[src/rtl/data_memory_arbiter.sv]
// data_memory_arbiter: two-requester Wishbone classic arbiter sharing one
// data-memory port. Whole bus cycles are granted round-robin. Every
// acknowledged or errored transfer is followed by one POST cycle in which
// the address, select, data and write-enable stay stable for the memory's
// delayed store commit.
// Optional watchdog: define ARB_TIMEOUT_EN to terminate transfers the memory
// never answers after TimeoutCycles stalled strobe cycles.
module data_memory_arbiter #(
    parameter int unsigned TimeoutCycles = 255
) (
    input  logic        clk_in,
    input  logic        reset_in,
    input  logic        m0_cyc,
    input  logic        m0_stb,
    input  logic        m0_we,
    input  logic [3:0]  m0_sel,
    input  logic [31:0] m0_addr,
    input  logic [31:0] m0_wdata,
    output logic        m0_ack,
    output logic        m0_err,
    output logic [31:0] m0_rdata,
    input  logic        m1_cyc,
    input  logic        m1_stb,
    input  logic        m1_we,
    input  logic [3:0]  m1_sel,
    input  logic [31:0] m1_addr,
    input  logic [31:0] m1_wdata,
    output logic        m1_ack,
    output logic        m1_err,
    output logic [31:0] m1_rdata,
    output logic        s_cyc,
    output logic        s_stb,
    output logic        s_we,
    output logic [3:0]  s_sel,
    output logic [31:0] s_addr,
    output logic [31:0] s_wdata,
    input  logic        s_ack,
    input  logic        s_err,
    input  logic [31:0] s_rdata,
    output logic [1:0]  grant
);

    localparam logic [1:0] ST_IDLE   = 2'd0;
    localparam logic [1:0] ST_GRANT0 = 2'd1;
    localparam logic [1:0] ST_GRANT1 = 2'd2;
    localparam logic [1:0] ST_POST   = 2'd3;

    logic [1:0]  r_state;
    logic [1:0]  w_next;
    logic [1:0]  w_arb;
    logic        r_last;
    logic        r_hold_we;
    logic [3:0]  r_hold_sel;
    logic [31:0] r_hold_addr;
    logic [31:0] r_hold_wdata;

    logic        w_in_grant;
    logic        w_own1;
    logic        w_own_cyc;
    logic        w_own_stb;
    logic        w_own_we;
    logic [3:0]  w_own_sel;
    logic [31:0] w_own_addr;
    logic [31:0] w_own_wdata;
    logic        w_timeout;
    logic        w_resp;

    assign w_in_grant  = (r_state == ST_GRANT0) || (r_state == ST_GRANT1);
    assign w_own1      = (r_state == ST_GRANT1);
    assign w_own_cyc   = w_own1 ? m1_cyc   : m0_cyc;
    assign w_own_stb   = w_own1 ? m1_stb   : m0_stb;
    assign w_own_we    = w_own1 ? m1_we    : m0_we;
    assign w_own_sel   = w_own1 ? m1_sel   : m0_sel;
    assign w_own_addr  = w_own1 ? m1_addr  : m0_addr;
    assign w_own_wdata = w_own1 ? m1_wdata : m0_wdata;
    assign w_resp      = w_in_grant && (s_ack || s_err || w_timeout);

    // Round-robin pick applied whenever the bus is free (IDLE and POST)
    always_comb begin
        w_arb = ST_IDLE;
        if (m0_cyc && m1_cyc) begin
            w_arb = r_last ? ST_GRANT0 : ST_GRANT1;
        end else if (m0_cyc) begin
            w_arb = ST_GRANT0;
        end else if (m1_cyc) begin
            w_arb = ST_GRANT1;
        end
    end

    // Next state: a response ends the grant via POST, a dropped cyc hands over directly
    always_comb begin
        w_next = r_state;
        case (r_state)
            ST_GRANT0: begin
                if (w_resp) begin
                    w_next = ST_POST;
                end else if (!m0_cyc) begin
                    w_next = m1_cyc ? ST_GRANT1 : ST_IDLE;
                end
            end
            ST_GRANT1: begin
                if (w_resp) begin
                    w_next = ST_POST;
                end else if (!m1_cyc) begin
                    w_next = m0_cyc ? ST_GRANT0 : ST_IDLE;
                end
            end
            default: w_next = w_arb;
        endcase
    end

    // State, round-robin history and the post-acknowledge hold registers
    always_ff @(posedge clk_in or negedge reset_in) begin
        if (!reset_in) begin
            r_state      <= ST_IDLE;
            r_last       <= 1'b1;
            r_hold_we    <= 1'b0;
            r_hold_sel   <= '0;
            r_hold_addr  <= '0;
            r_hold_wdata <= '0;
        end else begin
            r_state <= w_next;
            if (w_in_grant && (w_next != r_state)) begin
                r_last <= w_own1;
            end
            if (w_resp) begin
                r_hold_addr  <= w_own_addr;
                r_hold_sel   <= w_own_sel;
                r_hold_wdata <= w_own_wdata;
                // An errored or abandoned transfer must never commit a store
                r_hold_we    <= w_own_we & ~s_err & ~w_timeout;
            end
        end
    end

    // Memory-side outputs: owner pass-through while granted, held values in POST
    always_comb begin
        s_cyc   = 1'b0;
        s_stb   = 1'b0;
        s_we    = 1'b0;
        s_sel   = '0;
        s_addr  = '0;
        s_wdata = '0;
        grant   = 2'b00;
        case (r_state)
            ST_GRANT0, ST_GRANT1: begin
                s_cyc   = w_own_cyc;
                s_stb   = w_own_cyc & w_own_stb;
                s_we    = w_own_we;
                s_sel   = w_own_sel;
                s_addr  = w_own_addr;
                s_wdata = w_own_wdata;
                grant   = w_own1 ? 2'b10 : 2'b01;
            end
            ST_POST: begin
                s_we    = r_hold_we;
                s_sel   = r_hold_sel;
                s_addr  = r_hold_addr;
                s_wdata = r_hold_wdata;
                grant   = r_last ? 2'b10 : 2'b01;
            end
            default: ;
        endcase
    end

    // Response routing: only the current owner sees ack/err/rdata; err wins over ack
    always_comb begin
        m0_ack   = 1'b0;
        m0_err   = 1'b0;
        m0_rdata = '0;
        m1_ack   = 1'b0;
        m1_err   = 1'b0;
        m1_rdata = '0;
        if (r_state == ST_GRANT0) begin
            m0_ack   = s_ack & ~s_err & ~w_timeout;
            m0_err   = s_err | w_timeout;
            m0_rdata = s_rdata;
        end
        if (r_state == ST_GRANT1) begin
            m1_ack   = s_ack & ~s_err & ~w_timeout;
            m1_err   = s_err | w_timeout;
            m1_rdata = s_rdata;
        end
    end

`ifdef ARB_TIMEOUT_EN
    logic [15:0] r_wdt_cnt;
    logic        w_stalled;

    assign w_stalled = w_in_grant && s_stb && !s_ack && !s_err;
    assign w_timeout = w_stalled && (r_wdt_cnt == 16'(TimeoutCycles - 1));

    // Count stalled strobe cycles of the current grant; responses and handovers restart it
    always_ff @(posedge clk_in or negedge reset_in) begin
        if (!reset_in) begin
            r_wdt_cnt <= '0;
        end else if (w_stalled && (w_next == r_state)) begin
            r_wdt_cnt <= r_wdt_cnt + 16'd1;
        end else if (!w_in_grant || s_ack || s_err || w_timeout || (w_next != r_state)) begin
            r_wdt_cnt <= '0;
        end
    end
`else
    logic [15:0] w_unused_timeout_cfg;

    assign w_timeout            = 1'b0;
    assign w_unused_timeout_cfg = 16'(TimeoutCycles);
`endif

endmodule

[config.mk]
export PLATFORM = sky130hd
export DESIGN_NAME = data_memory_arbiter
export DESIGN_NICKNAME = d
export VERILOG_FILES = /design/src/rtl/data_memory_arbiter.sv
export SDC_FILE = /design/constraint.sdc
export NUM_CORES = 1
export LEC_CHECK = 0
export ABC_CLOCK_PERIOD_IN_PS = 2400
export BUFFER_PORTS_ARGS = -buffer_cell sky130_fd_sc_hd__buf_2
export CAP_MARGIN = 20
export CORE_ASPECT_RATIO = 0.5
export CORE_MARGIN = 2
export CORE_UTILIZATION = 44
export DETAILED_ROUTE_END_ITERATION = 8
export GPL_TIMING_DRIVEN = 0
export PLACE_DENSITY = 0.82
export SYNTH_ARGS = -nofsm -noshare
export SYNTH_HDL_FRONTEND = slang
export SYNTH_SLANG_ARGS = --single-unit
[constraint.sdc]
create_clock -name clk_in -period 2.4 [get_ports clk_in]
set_clock_uncertainty 0.05 [all_clocks]
set_input_delay 0.12 -clock clk_in [delete_from_list [all_inputs] [get_ports clk_in]]
set_output_delay 0.12 -clock clk_in [all_outputs]
set_load 0.05 [all_outputs]
# After elaboration in Yosys (flattened, before gate mapping)
# Index checks and enable logic that the tools add are counted.
# W data, S select, Z words.
# classes
n_reduce_logical	6
order_cmp	0
n_bitwise	4
n_eq_ne	4
div_mod_pow	0
n_mux	31
shifts	0
multipliers	0
n_addsub	0
# op_table
operator	count
$mux W32	4
$pmux W32 S2	2
$mux W2	10
$mux W1	10
$pmux W2 S2	2
$pmux W4 S2	1
$eq A2 B2 Y1 const B	2
$mux W4	1
$and A1 B1 Y1	3
$logic_and A1 B1 Y1	3
$eq A2 B1 Y1 const B	1
$logic_or A1 B1 Y1	2
$ne A2 B2 Y1	1
$pmux W1 S2	1
$reduce_or A2 Y1	1
$not A1 Y1	1
# totals
latchBits	0
register_bits	72
mem_count	0
input_bits	178
word_cells	51
mem_bits_ro	0
ramBits	0
output_inout_bits	141

# Logic depth before layout (Yosys ltp)
# Gate-level depths: netlist of run 1.
# logic_depth
depth_word	7
ltp_mapped	8
depth_no_buf	7

# Least setup slack after synthesis of run 1
# Ideal clock, no wire load.
# synth_path
path_kind	register to output
startpoint	reg r_state[0]
endpoint	out s_stb
t_required_ps	2230
n_path_buf	3
path_stages_with_launch	8
path_slack_ps	-186
arrival_time_ps	2416
cell_sequence	dfrtp_1 inv_1 ha_1 buf_6 buf_4 buf_6 mux2i_1 nor3_1
# synth_between
elab_chain_cells	4
word_cells_on_any_way	7
classes_between	eq/ne (2); mux (3); bitwise (1); reduce/logical (1)
# synth_rtl
item	line	text
from (decl)	48	logic [1:0] r_state;
from (signal assigned)	122	r_state <= w_next;
$eq A2 B2 Y1 (*)	69	assign w_own1 = (r_state == ST_GRANT1);
named net w_own1	58	logic w_own1;
$mux W1, on equally long branches	70, 71	
$and A1 B1 Y1	148	s_stb = w_own_cyc & w_own_stb;
$mux W1 (*)	145	case (r_state)
to (decl)	32	output logic s_stb,
# The timed path passes the listed nets; every way through them passes the cells marked *.

# Worst setup path in the final report of run 1
# layout_path
startpoint	reg r_state[0]
endpoint	out s_addr[26]
# layout_between
elab_chain_cells	3
word_cells_on_any_way	6
classes_between	eq/ne (3); mux (2); reduce/logical (1)
# layout_rtl
item	line	text
$eq A2 B2 Y1 (*)	69	
named net w_own1	58	
$mux W32 / $reduce_or A2 Y1 (equally long branches)	74, 145	
$pmux W32 S2 (*)	145	
to (decl)	35	output logic [31:0] s_addr,
# Marked as above.

==> results of run 1 <==
[critical path, cell delays in order (launching register included)]
cell and delay (ps):
dfrtp_2 440, inv_4 100, ha_4 160, buf_12 150
buf_6 160, mux2_2 370, a22oi_1 220, nor2_1 80
buf_2 220
[per-stage QoR]
stage | TNS (ps) | utilization (%) | hold slack, ps | instance area, sq um
after floorplan | 0 | - | -226 | 5160
after global placement | -9.42 | 62.0 | 306 | 6930
after detailed placement | -6.98 | 62.2 | -125 | 6960
after CTS | -117 | 66.1 | 20.9 | 7390
after global routing | -192 | 67.7 | 65.4 | 7570
final | -10.6 | 67.7 | 63.8 | 7570
[sequential cells by signal (all words and copies together) (netlist names)]
name and cells:
r_hold_wdata 32, r_last 1, r_hold_we 1, r_hold_sel 4, r_state 2, r_hold_addr 32
[cells by family after synthesis]
group / after synthesis / synth area share (%)
and+or+nand+nor: 153 / 15.1
AOI/OAI and AO/OA: 89 / 12.9
muxes: 140 / 30.6
DFF: 72 / 35.0
buffers and inverters: 55 / 5.49
adders and majority gates: 4 / 0.972
[per-layer routing]
metal  share of wire [%]  vias to the layer above  wire [um]  global-route usage, %
met3                 5.6                       50        941                   4.59
li1                    -                     2497          -                      -
met4                 2.8                        0        471                   10.2
met5                   0                        -          0                      0
met1                  38                     2607       6450                   28.7
met2                  53                      212       8950                   47.2
[timing repair]
| action | in CTS | in global routing |
|---|---|---|
| gates resized for setup | 65 | 72 |
| endpoints found under the setup margin | 104 | 103 |
| hold endpoints to repair | 72 | 0 |
| setup buffers | 3 | 1 |
| hold buffers | 2 | 0 |
[layout make-up]
type	instances	share of cell area (%)
Buffer	49	4.79
Clock inverter	1	0.0661
Clock buffer	14	3.22
Inverter	4	0.231
Tap cell	159	2.63
Sequential cell	72	23.9
Multi-Input combinational cell	386	41.2
Timing Repair Buffer	321	24.0
[placed cells by master (no fill, tap or decap), drive strengths merged]
cell type / count
nor2: 73
o21ai: 7
o22ai: 2
mux2: 138
a221o: 1
a31oi: 4
and3: 1
o21a: 1
nor3: 1
a22oi: 69
nor2b: 2
inv: 4
a21o: 2
clkinv: 1
and2: 66
nand2: 3
nand4b: 1
nor3b: 1
mux2i: 2
a21oi: 1
dfstp: 1
ha: 4
nand3: 2
nor4: 2
o2bb2ai: 1
clkbuf: 61
o31ai: 1
dlygate4sd3: 2
dfrtp: 71
buf: 321
and3b: 1
[final timing paths]
kind | endpoint | slack, ps
setup / recovery | s_addr[26] | -10
hold / removal | r_state[0] | 60
setup reg to reg | r_hold_wdata[5] | 320
hold reg to reg | r_hold_wdata[26] | 450
max in group asynchronous | r_last | 1660
min in group asynchronous | r_hold_addr[0] | 80
==> metrics.txt, run 1 <==
fin crit share 100%; Initial Util 46.1%; sequential fraction of the synthesis area 35.0%; Inserted Clock Buffers 9; average size of a mapped cell 10.0 sq um; RR Startpoint r_state[1]; Rel. slew slack 65.9%; clock root cell clkbuf_16; core area 11200 sq um; most numerous cell in the Yosys netlist mux2_2; worst-path maximum fanout 10; first-pass GRT wire length 25.2 mm; Final Setup Violations 1; Reg2Reg Depth 6; Synth warnings 0; vias in the first global route 5234; initial antenna violation count 0; share of layout cells above drive strength 1 61.9%; Post-synth top flop dfrtp_1; Crit. Startpoint r_state[0]; largest net degree at the start of global routing 71; Cells after Synth 513; Mapped Nets 695; hold path depth 2; MaxCap Viol Count 0; area leader, netlist dfrtp_1; dpl ws -6.98 ps; Unique masters post-synth 37; Async SR Flop Fraction 100%; antenna viol nets, final 0; initial drt markers 274; Slew @ Worst Pin 512 ps; worst-case clock buffer depth 2; die area 12600 sq um; Finished Layout Cells 1006; Synth Register Bits 72; drt pass-1 iters 5; worst min-delay path class input pin to flip-flop; Fillers 875; Data arrival, critical path 2240 ps; GRT overflow 0; FMAX 415 MHz; CTS tree yes; minimum clock period 2410 ps; Final Hold Fails 0; drt wl/cell 16.7 um; area of the multi-input gates 3110 sq um; Port Buffers 314; # rows 27; DR vias 5366; Worst Hold Launch m0_cyc; Storage cell area 1810 sq um; GRT Util Overall 25.2%; critical path class flip-flop to output port; synthesized area 5150 sq um; Routability Congestion 0.863; Startpoint Class flip-flop; Final nets 1025; CTS HTree Levels 3; largest cells by area after synthesis dfrtp_1 (34%), mux2_2 (30%), a22oi_1 (10%); area delta synth->final 46.9%; dpl hpwl 12.5 mm; clk slew on worst S/H paths 50 ps; Post-synth EDFFs 0; fin worst setup slack -10.6 ps; commonest cells in the netlist mux2_2 (135), nor2_1 (72), dfrtp_1 (71); Critical Path End Type output port; DRC 0; CTS sink cnt 72; Placed Instances 987; Post-Route WL 16.8 mm; top-area cell type share of the netlist area 34.5%; Max Slew Vio Count 0; IO Count 319; via/cell ratio 5.33; Required @ worst endpoint 2230 ps; status finished, violations left; Die Y 80.5 um; n_diodes 0; violated checks setup timing; Die Wd 157 um; Worst-Skew Late Latency 330 ps
Power of run 1 is left out: the tool's default activity adds up to more than one toggle a clock period on the data nets, which glitch-free logic cannot reach.
==> run 2: changes to the inputs <==
--- a/config.mk
+++ b/config.mk
@@ -7,2 +7,3 @@
 export LEC_CHECK = 0
+export ABC_AREA = 1
 export ABC_CLOCK_PERIOD_IN_PS = 2400
@@ -15,3 +16,3 @@
 export GPL_TIMING_DRIVEN = 0
-export PLACE_DENSITY = 0.82
+export PLACE_DENSITY = 0.81
 export SYNTH_ARGS = -nofsm -noshare
--- a/constraint.sdc
+++ b/constraint.sdc
@@ -4,2 +4,2 @@
 set_output_delay 0.12 -clock clk_in [all_outputs]
-set_load 0.05 [all_outputs]
+set_load 0.02 [all_outputs]
==> metrics.txt, run 2 <==
GRT Util Overall 28.8% (+3.6 points); dpl hpwl 14.6 mm (+17%); Initial Util 44.9% (-1.1 points); Port Buffers 318 (+1.3%); CTS tree yes; drt wl/cell 13.3 um (-21%); worst-case clock buffer depth 2 (unchanged); antenna viol nets, final 0 (unchanged); critical path class flip-flop to output port; Cells after Synth 945 (+84%); Die Y 81.5 um (+1.3%); Peak supply drop 0.000675 V; GRT overflow 0 (unchanged); Async SR Flop Fraction 100% (unchanged); Routability Congestion 0.884 (+2.4%); commonest cells in the netlist nand2_1 (637), inv_1 (73), a21oi_1 (71), dfrtp_1 (71), clkbuf_1 (29); Critical Path End Type output port; minimum clock period 2270 ps (-137 ps); Startpoint Class flip-flop; DR vias 6981 (+30%); share of layout cells above drive strength 1 30.8% (-31 points); Fillers 1104 (+26%); top-area cell type share of the netlist area 45.2% (+11 points); clk slew on worst S/H paths 60 ps (about the same); clock root cell clkbuf_16; fin worst setup slack 126 ps (+137 ps); CP most frequent cell nand2_1; M1 WL 8.12 mm (+26%); Synth Register Bits 72 (unchanged); Inserted Clock Buffers 9 (unchanged); area post-placement 7120 sq um (+2.2%); CP cell instances inv_2 -> ha_1 -> buf_6 -> inv_4 -> buf_4 -> nand2_1 -> nand2_1 -> nand2_1 -> a21oi_1 -> buf_2; Max Slew Vio Count 0 (unchanged); most frequent cells in the layout nand2_1 (637), buf_2 (325), inv_1 (72), a21oi_1 (70), dfrtp_1 (69); sequential fraction of the synthesis area 34.1% (-0.92 points); RSZ-0062 raised after global routing no; via/cell ratio 4.82 (-9.6%); leakage 5.01 nW; hold path depth 5 (+3); RR Startpoint r_state[1]; Worst path max stage delay 400 ps (-40 ps); CTS HTree Levels 3 (unchanged); initial drt markers 488 (+78%); area delta synth->final 42.6%; Post-Route WL 19.2 mm (+14%); die area 13000 sq um (+2.6%); MaxCap Viol Count 0 (unchanged); met3 routed WL 1.22 mm (+29%); average size of a mapped cell 5.60 sq um (-44%); initial antenna violation count 1 (+1); largest net degree at the start of global routing 71 (unchanged); WHS Endpoint r_hold_wdata[18]; DR top layer met4; Final nets 1459 (+42%); Post-synth top flop dfrtp_1; pwr/cell area 1410 nW/um^2; Worst-Skew Late Latency 330 ps (about the same); Reg2Reg Depth 9 (+3); internal reg-to-reg setup slack 400 ps (+80 ps); fin crit share 94.7% (-5.7 points); Unique masters post-synth 20 (-46%); most numerous cell in the Yosys netlist nand2_1; Final Setup Violations 0 (-1); Worst Hold Launch m0_wdata[18]; CTS sink cnt 72 (unchanged); vias in the first global route 6493 (+24%); Final Hold Fails 0 (unchanged); # rows 28 (+3.7%); r2r endpoint r_hold_wdata[4]; Rel. slew slack 64.3% (-1.6 points); Slew @ Worst Pin 536 ps (+24.1 ps); final core utilization 64.1% (-3.6 points); Mapped Nets 1127 (+62%); Largest regs r_hold_addr: 32 flops, r_hold_wdata: 32 flops, r_hold_sel: 4 flops; area leader, netlist nand2_1; Required @ worst endpoint 2230 ps (about the same); status complete, no violations; drt pass-1 iters 8 (+3); largest cells by area after synthesis nand2_1 (45%), dfrtp_1 (34%), a21oi_1 (6.7%); IO Count 319 (unchanged); core area 11800 sq um (+5.3%); DRC 0 (unchanged); highest-delay cell along the critical path dfrtp_2; Data arrival, critical path 2100 ps (-140 ps); synthesized area 5290 sq um (+2.7%); worst min-delay path class input pin to flip-flop; Synth warnings 0 (unchanged); dpl ws 115 ps (+122 ps); design area 7540 sq um (-0.33%); first-pass GRT wire length 30.3 mm (+20%); FMAX 440 MHz (+6.0%); met2 wire length 9.41 mm (+5.2%); Die Wd 159 um (+1.3%); worst-path maximum fanout 10 (unchanged); Post-synth EDFFs 0 (unchanged); setup_tns 0 ps (+10.6 ps); most common cell after layout, fill and taps aside nand2_1
## run 2: cell type report
type                            instances  area, sq um  share of cell area [%]
Antenna cell                            1         2.50                  0.0332
Tap cell                              165          206                    2.74
Timing Repair Buffer                  323         1670                    22.2
Buffer                                 59          325                    4.31
Inverter                               77          292                    3.87
Clock buffer                           10          229                    3.04
Sequential cell                        72         1810                    23.9
Multi-Input combinational cell        735         2940                    39.0
Clock inverter                          6         68.8                   0.912
## run 2: metal layers
metal  track usage (%)  vias up
li1                  -     3468
met1              34.0     3221
met3              5.91       33
met5              1.89        -
met2              53.0      259
met4              10.9        0
## run 2: what timing repair did
item,4_1_cts,5_1_grt
gates resized for setup,24,29
buffers inserted,0,3
cloned,0,0
endpoints found under the hold margin,71,0
hold buffers,1,0
pin swaps,0,0
setup endpoints to repair,78,87
## run 2: cell families after synthesis
| logic type | after synthesis | synth area share, % |
|---|---|---|
| AO/OA/AOI/OAI | 78 | 7.81 |
| adder cells (fa/ha/maj) | 4 | 0.946 |
| buffers and inverters | 138 | 10.5 |
| flip-flops | 72 | 34.1 |
| AND/OR/NAND/NOR | 653 | 46.7 |
## run 2: worst max path at each step
stage / depth (start not counted) / start / end / slack [ps]
2_1_floorplan: 7 / r_state[0] / s_stb / 510
6_report: 10 / r_state[0] / s_wdata[15] / 130
4_1_cts: 6 / r_state[1] / s_sel[3] / 10
3_3_place_gp: 8 / r_state[0] / s_stb / 120
5_1_grt: 10 / r_state[0] / s_wdata[29] / 20
3_5_place_dp: 8 / r_state[0] / s_stb / 120
## run 2: metrics by stage
stage | power (mW) | hold WS (ps) | cells
global route | 11.5 | 71.3 | 1448
detailed placement | 8.96 | -124 | 1429
floorplan | 6.75 | -226 | 945
finish | 10.6 | 49.8 | 1448
CTS | 10.4 | 47.8 | 1446
global placement | 8.79 | 382 | 1428
## run 2: where the power goes
part | internal [mW] | switching, mW | leakage, nW | total [mW]
Combinational | 2.21 | 4.91 | 3.97 | 7.12
Clock | 0.810 | 0.537 | 0.143 | 1.35
Sequential | 1.82 | 0.315 | 0.895 | 2.13
## run 2: critical path, delay by kind of cell, from the launching register on
kind                       cells  cell delay (ps)
DFF                            1              400
adders and majority gates      1              200
and+or+nand+nor                3              220
AOI/OAI and AO/OA              1              180
buffers and inverters          5              770
(Power assumes the default switching activity.)
==> run 3: changes to the inputs <==
--- a/constraint.sdc
+++ b/constraint.sdc
@@ -4,2 +4,2 @@
 set_output_delay 0.12 -clock clk_in [all_outputs]
-set_load 0.02 [all_outputs]
+set_load 0.01 [all_outputs]
==> metrics.txt, run 3 (synthesis results as in run 2) <==
area delta synth->final 42.1%; RR Startpoint r_state[1]; Post-Route WL 19.2 mm (-0.11%); Peak supply drop 0.000662 V (-1.9%); clock root cell clkbuf_16; hold path depth 5 (unchanged); worst-path maximum fanout 10 (unchanged); fin crit share 93.6% (-1.2 points); antenna viol nets, final 0 (unchanged); worst-case clock buffer depth 2 (unchanged); Rel. slew slack 63.3% (-1.0 points); initial antenna violation count 1 (unchanged); RSZ-0062 raised after global routing no; drt wl/cell 13.3 um (-0.11%); status complete, no violations; most common cell after layout, fill and taps aside nand2_1; pwr/cell area 1320 nW/um^2 (-6.0%); Final nets 1459 (unchanged); Initial Util 44.9% (unchanged); Final Setup Violations 0 (unchanged); r2r endpoint r_hold_wdata[4]; Max Slew Vio Count 0 (unchanged); Port Buffers 318 (unchanged); leakage 5.01 nW (about the same); internal reg-to-reg setup slack 350 ps (-50 ps); via/cell ratio 4.83 (+0.21%); initial drt markers 464 (-4.9%); worst min-delay path class input pin to flip-flop; dpl hpwl 14.6 mm (unchanged); clk slew on worst S/H paths 60 ps (about the same); Pwr Total 9.93 mW (-6.3%); GRT Util Overall 28.8% (unchanged); CTS tree yes; most frequent cells in the layout nand2_1 (637), buf_2 (331), inv_1 (72), a21oi_1 (71), dfrtp_1 (70); IO Count 319 (unchanged); Largest regs r_hold_addr: 32 flops, r_hold_wdata: 32 flops, r_hold_sel: 4 flops; CTS sink cnt 72 (unchanged); Worst-Skew Late Latency 330 ps (about the same); setup_tns 0 ps (unchanged); CTS HTree Levels 3 (unchanged); WHS Endpoint r_hold_addr[1]; Inserted Clock Buffers 9 (unchanged); Reg2Reg Depth 9 (unchanged); # rows 28 (unchanged); critical path class flip-flop to output port; GRT overflow 0 (unchanged); Worst Hold Launch m0_addr[1]; DR vias 6996 (+0.21%); core area 11800 sq um (unchanged); Die Wd 159 um (unchanged); Routability Congestion 0.884 (unchanged); first-pass GRT wire length 30.3 mm (unchanged); MaxCap Viol Count 0 (unchanged); hold_ws 47.8 ps (-1.96 ps); Slew @ Worst Pin 551 ps (+15.4 ps); Data arrival, critical path 2080 ps (-20 ps); Critical Path End Type output port; Die Y 81.5 um (unchanged); DRC 0 (unchanged); share of layout cells above drive strength 1 30.7% (-0.16 points); Final Hold Fails 0 (unchanged); drt pass-1 iters 5 (-3); vias in the first global route 6497 (+0.062%); minimum clock period 2250 ps (-27.6 ps); Fillers 1098 (-0.54%); Startpoint Class flip-flop; largest net degree at the start of global routing 71 (unchanged); die area 13000 sq um (unchanged); Required @ worst endpoint 2230 ps (about the same); FMAX 445 MHz (+1.2%)
-- run 3: cell count changes in the layout (fill, tap and decap cells not counted) --
cell      delta
clkbuf_4     -1
a21oi_2      -1
a21oi_1      +1
buf_2        +6
clkbuf_2     +2
buf_4        -7
dfrtp_1      +1
dfrtp_2      -1
-- run 3: area by class of cell --
class / instances / area (sq um) / share of cell area (%)
clock inverter: 6 / 68.8 / 0.915
inverter: 77 / 292 / 3.88
tap: 165 / 206 / 2.75
clock buffer: 10 / 229 / 3.05
sequential: 72 / 1800 / 24.0
timing repair buffer: 323 / 1650 / 22.0
multi-input combinational: 735 / 2940 / 39.1
buffer: 59 / 323 / 4.29
antenna: 1 / 2.50 / 0.0333
-- run 3: worst max-delay path, cell delays in order (launching register included) --
cell and delay [ps]:
dfrtp_2 400, inv_2 70, ha_1 200, buf_6 150
inv_4 130, buf_4 220, nand2_1 70, nand2_1 100
nand2_1 60, a21oi_1 170, buf_2 170
-- run 3: power by group --
part	leakage [nW]	switching, mW	internal [mW]
clock network	0.143	0.542	0.810
registers	0.896	0.319	1.82
logic	3.97	4.27	2.17
total	5.01	5.13	4.80
-- run 3: timing repair --
action / CTS / global route
resized for setup: 20 / 24
hold buffers: 1 / 0
setup endpoints to repair: 71 / 91
setup buffers: 0 / 3
pin swaps: 0 / 0
hold endpoints to repair: 71 / 0
-- run 3: worst max path at each step --
stage	cells after the start	slack, ps	to	startpoint
5_1_grt	8	20	s_we	r_state[1]
3_5_place_dp	8	150	s_stb	r_state[0]
4_1_cts	8	20	m1_rdata[13]	r_state[0]
6_report	10	150	s_wdata[7]	r_state[0]
2_1_floorplan	9	700	s_addr[18]	r_state[0]
3_3_place_gp	8	150	s_stb	r_state[0]
-- run 3: metrics by stage --
stage	util, %	area [sq um]	instances	setup slack [ps]
after floorplan	-	5290	945	702
after global placement	60.2	7090	1428	151
after detailed placement	60.5	7120	1429	149
after CTS	63.4	7470	1446	19.4
after global routing	63.9	7520	1448	20.4
final	63.9	7520	1448	154
-- run 3: metal layers --
metal  up-vias  wire length, um  share of wire [%]  track usage, %
met5         -                0                  0            1.89
met2       266             9310                 49            53.0
met1      3221             8170                 43            34.0
met4         0              486                2.5            11.0
met3        36             1220                6.3            5.96
li1       3473                -                  -               -
